**config.mk**
```make
export PLATFORM = sky130hd
export DESIGN_NAME = riscv_regfile
export DESIGN_NICKNAME = d
export VERILOG_FILES = /design/src/rtl/riscv_pkg.sv /design/src/rtl/riscv_regfile_lockcnt.sv /design/src/rtl/riscv_regfile.sv
export SDC_FILE = /design/constraint.sdc
export NUM_CORES = 2
export LEC_CHECK = 0
export ABC_AREA = 1
export ABC_CLOCK_PERIOD_IN_PS = 2250
export CORE_AREA = 2 2 441 443
export DETAILED_ROUTE_END_ITERATION = 7
export DIE_AREA = 0 0 443 445
export HOLD_SLACK_MARGIN = 0.03
export PLACE_DENSITY = 0.51
export SETUP_SLACK_MARGIN = 0.4
export SLEW_MARGIN = 20
export SYNTH_ARGS = -nofsm -noshare
export SYNTH_HDL_FRONTEND = slang
export SYNTH_HIERARCHICAL = 1
export SYNTH_SLANG_ARGS = --single-unit
```
**constraint.sdc**
```tcl
create_clock -name clock -period 2.25 [get_ports clock]
set_input_delay 0.45 -clock clock [delete_from_list [all_inputs] [get_ports clock]]
set_output_delay 0.45 -clock clock [all_outputs]
set_load 0.01 [all_outputs]
```
**src/rtl/riscv_pkg.sv**
```systemverilog
// riscv_pkg: shared constants and types for the RV32 register file and lock scoreboard.
package riscv_pkg;
  localparam int REGISTER_PORTS = 2;
  localparam int LOCK_CNT_W = 2;
  localparam int CNT_MAX = 2**LOCK_CNT_W - 1;
  localparam int PORT_CNT_W = $clog2(REGISTER_PORTS + 1);
  typedef logic [LOCK_CNT_W-1:0] regfile_lock_cnt_t;
endpackage

```
**src/rtl/riscv_regfile_lockcnt.sv**
```systemverilog
// riscv_regfile_lockcnt: saturating outstanding-writer counter for one register.
module riscv_regfile_lockcnt
  import riscv_pkg::*;
(
  input  logic                  clock,
  input  logic                  reset,
  input  logic [PORT_CNT_W-1:0] inc,
  input  logic [PORT_CNT_W-1:0] dec,
  input  logic                  flush,
  output logic                  locked,
  output logic                  ovf,
  output logic                  unf
);
  localparam int NW = LOCK_CNT_W + 2;
  localparam logic signed [NW-1:0] MAX = NW'(CNT_MAX);
  regfile_lock_cnt_t cnt;
  logic signed [NW-1:0] nxt;
  assign nxt = $signed(NW'(cnt)) + $signed(NW'(inc)) - $signed(NW'(dec));
  assign ovf = !flush && nxt > MAX;
  assign unf = !flush && nxt[NW-1];
  assign locked = cnt != '0;
  always_ff @(posedge clock or negedge reset)
    if (!reset) cnt <= '0;
    else cnt <= flush || unf ? '0 : ovf ? regfile_lock_cnt_t'(CNT_MAX) : regfile_lock_cnt_t'(nxt);
endmodule

```
**src/rtl/riscv_regfile.sv**
```systemverilog
// riscv_regfile: 32x32 architectural register file with per-register lock scoreboard.
module riscv_regfile
  import riscv_pkg::*;
(
  input  logic                                 clock,
  input  logic                                 reset,
  input  logic [REGISTER_PORTS-1:0]            register_lock_en,
  input  logic [REGISTER_PORTS-1:0][4:0]       register_lock,
  input  logic [REGISTER_PORTS-1:0]            register_write_en,
  input  logic [REGISTER_PORTS-1:0][4:0]       register_write,
  input  logic [REGISTER_PORTS-1:0][31:0]      register_write_data,
  input  logic                                 flush,
  output logic [31:0][31:0]                    register,
  output logic [31:0]                          register_locked,
  output logic                                 lock_overflow,
  output logic                                 write_unlocked
);
  logic [31:1] ovf, unf;
  logic drain;
  assign register[0] = '0;
  assign register_locked[0] = 1'b0;
  for (genvar r = 1; r < 32; r++) begin : g_reg
    logic [PORT_CNT_W-1:0] inc, dec;
    logic [31:0] q, wd;
    // Ports are scanned in ascending order so the highest write port wins the data.
    always_comb begin
      inc = '0;
      dec = '0;
      wd = q;
      for (int p = 0; p < REGISTER_PORTS; p++) begin
        inc = inc + PORT_CNT_W'(register_lock_en[p] && register_lock[p] == 5'(r));
        dec = dec + PORT_CNT_W'(register_write_en[p] && register_write[p] == 5'(r));
        wd = register_write_en[p] && register_write[p] == 5'(r) ? register_write_data[p] : wd;
      end
    end
    always_ff @(posedge clock or negedge reset)
      if (!reset) q <= '0;
      else q <= wd;
    assign register[r] = q;
    riscv_regfile_lockcnt u_cnt (
      .clock  (clock),
      .reset  (reset),
      .inc    (inc),
      .dec    (dec),
      .flush  (flush),
      .locked (register_locked[r]),
      .ovf    (ovf[r]),
      .unf    (unf[r])
    );
  end
  // After a flush, in-flight results may still land on cleared counters; stay quiet until writes stop.
  always_ff @(posedge clock or negedge reset)
    if (!reset) begin
      lock_overflow <= 1'b0;
      write_unlocked <= 1'b0;
      drain <= 1'b0;
    end else begin
      lock_overflow <= |ovf;
      write_unlocked <= |unf && !flush && !drain;
      drain <= flush || (drain && |register_write_en);
    end
endmodule

```
==> impl_results.md <==
- Total grt overflow: 0
- Period Utilization, post-route: 121%
- WL/cell: 29.9 µm
- Core Footprint: 192000 µm²
- HP Class: in -> async
- Critical path class: in -> reg
- Setup crit end kind: flip-flop
- Worst slew pin tran: 1.20 ns
- CTS tree: built
- Commonest non-fill, non-tap cells in the layout: 3133 x nand2_1, 1793 x nand3_1, 910 x dfrtp_1, 473 x buf_4, 356 x buf_6
- Synth Area in XOR/XNOR: 0%
- Most common cell after layout, fill and taps aside: nand2_1
- Final WS setup: -0.462 ns
- Max-slew headroom: 20.1%
- DR DRC count: 0
- RSZ-0062 raised after global routing: true
- Final Slew Violations: 0
- Final wirelength: 363 mm
- Mapped Area: 59500 µm²
- Worst EP arrival: 3.39 ns
- Vias in the first global route: 64000
- Post-synthesis compound-gate area fraction: 0.00841%
- Violated checks: negative setup slack
- Die Footprint: 197000 µm²
- Final hold violation count: 0
- Die Wd: 443 µm
- CP required: 2.93 ns
- Largest net degree at the start of global routing: 193
- Crit start category: primary input
- Max Cap Viol: 0
- Share of layout cells above drive strength 1: 27.0%
- Via/cell ratio: 5.54
- Final hold slack: 0.160 ns
- Final cell count without fillers: 12200
- CP Max Fanout: 4
- Synth Area in Simple Gates: 41.0%
- Synth cell types: 21
- CTS buffer count: 134
- Synth Instances: 8261
- Outcome: finished with violations
- Post-Place Cells: 11700
- CTS clk-pin slew, worst paths: 0.06 ns
- Vias: 67300
- Post-synth top area share: 44.5%
- Clk_lat worst skew: 0.79 ns
- Drt first pass iters: 6
- Adder-Cell Fraction of Synth Area: 6.00%
- Core Rows: 161
- FILL cells: 19200
- Initial antenna violation count: 16
- Avg Inst Size Synth: 7.20 µm²
- Global-route wire length before repair: 502 mm
- Total track usage: 35.6%
- H-tree level count: 4
- Synth Register Bits: 1057
- 1st-iter DRT viols: 9131
- Final Setup Violations: 41
- Die height: 445 µm
- Max Clock Freq: 369 MHz
- Initial Util: 31.0%
- Worst vdd rail ir drop: 0.654 mV
- Synth top area cells: dfrtp_1 44%, nand2_1 20%, nand3_1 15%
- Largest family of logic cells by synthesized area: simple AND/OR/NAND/NOR gates
- Final nets: 9860
- PD cells: 867 nW/µm²
- Hpwl dp: 237 mm
- Worst slack, placed: -1.77 ns
- Clk root buf: clkbuf_16
- Worst-case clock buffer depth: 3
- Final ANT Viol Nets: 0
- Clk sinks: 1057
- Mux contribution to synthesized area: 0%
- IO Count: 1149
- IO buf count: 1115
- Syn. warnings: 6
- Seq/Total Area, Yosys: 44.5%
- Area grow syn2layout: 41.3%
- Final clock skew: 0.0319 ns
- Routability Congestion: 0.955
- Top cell type by total area after synthesis: dfrtp_1
- Leak: 0.0440 µW
- Post-layout min period: 2.71 ns
[cell families (layout without fill, tap and decap cells)]
| logic type | Yosys count | after routing |
|---|---|---|
| adder cells (fa/ha/maj) | 248 | 248 |
| flip-flops | 1057 | 1057 |
| AND/OR/NAND/NOR | 5700 | 5700 |
| buffers and inverters | 1254 | 2583 |
| AO/OA/AOI/OAI | 1 | 1 |
| other | 1 | 46 |
[sequential cells by signal (all words and copies together), names as in the netlist]
signal          count
lock_overflow       1
g.u_cnt/cnt        62
g.q               992
drain               1
write_unlocked      1
[power breakdown]
part           switching, µW  internal [µW]  total (µW)
registers               5190          23500       28700
logic                  11700           9210       20900
clock network           9760          13500       23200
[metrics by stage]
stage / TNS (ns) / area [µm²] / utilization [%] / power (µW)
after detailed placement: -851.79 / 77800 / 40.5 / 50100
after floorplan: -15.29 / 60300 / - / 33800
after global placement: -833.97 / 77800 / 40.5 / 50000
final: -4.70 / 84100 / 43.8 / 72900
after CTS: -2.16 / 83800 / 43.6 / 73200
after global routing: -8.55 / 84000 / 43.8 / 75200
[synthesized netlist by cell type]
library cell / number
buf_1: 207
buf_2: 189
buf_4: 33
clkbuf_1: 342
clkinv_1: 2
conb_1: 1
dfrtp_1: 1057
fa_1: 62
ha_1: 186
inv_1: 478
inv_2: 3
nand2_1: 3247
nand2_2: 81
nand3_1: 1801
nand4_1: 163
nor2_1: 352
nor2_2: 20
nor2_4: 1
nor3_1: 3
o21ai_0: 1
or2_2: 32
[layout make-up]
| type | count | area (µm²) | share of cell area, % |
|---|---|---|---|
| diodes | 13 | 32.5 | 0.0387 |
| clock buffers | 194 | 3870 | 4.60 |
| clock inverters | 43 | 761 | 0.905 |
| inverters | 483 | 1920 | 2.28 |
| multi-input cells | 5982 | 30500 | 36.3 |
| flip-flops and latches | 1057 | 26600 | 31.7 |
| well taps | 2526 | 3160 | 3.76 |
| repair buffers | 1862 | 17200 | 20.4 |
| repair inverters | 1 | 11.3 | 0.0134 |
[critical path, cell delays in order]
cell and delay [ns]:
buf_6 0.09, buf_8 0.13, buf_6 0.12, nor2_4 0.18
buf_6 0.14, nand2_4 0.05, nor2_4 0.10, ha_4 0.22
ha_4 0.16, fa_1 0.58, inv_2 0.06, fa_2 0.37
nand2_2 0.08, nand2_2 0.06, nand2_1 0.07, nor2_2 0.04
nor2_1 0.11, buf_4 0.14, nand3_1 0.06, nor2_1 0.12
nand2_1 0.06
[repair_timing]
action,CTS,global route
buffers inserted,116,55
hold buffers,1,0
cloned,3,0
hold endpoints to repair,223,0
setup endpoints to repair,2036,1764
resized for setup,3214,707
pin swaps,214,122
[routing by layer]
metal  part of all wire, %  global-route usage [%]  vias up
met4                   9.1                    26.3        6
li1                      -                       -    28600
met1                    38                    45.2    32700
met3                    11                    9.90     1238
met5                0.0094                       0        -
met2                    42                    51.7     4828
[path summary, 6_finish.rpt]
| check | startpoint | to | slack, ns | cells after the start |
|---|---|---|---|---|
| min in group clock | flush | g_reg[18].u_cnt/cnt[1] | 0.21 | 5 |
| worst max register to register | g_reg[15].u_cnt/cnt[0] | lock_overflow | -0.22 | 13 |
| worst min-delay path | reset | g_reg[9].q[19] | 0.16 | 2 |
| max in group asynchronous | reset | g_reg[8].q[26] | 1.02 | 4 |
| worst max-delay path | register_lock[5] | lock_overflow | -0.46 | 21 |
| worst min register to register | g_reg[24].q[26] | g_reg[24].q[26] | 0.47 | 2 |
(Power assumes the default switching activity.)
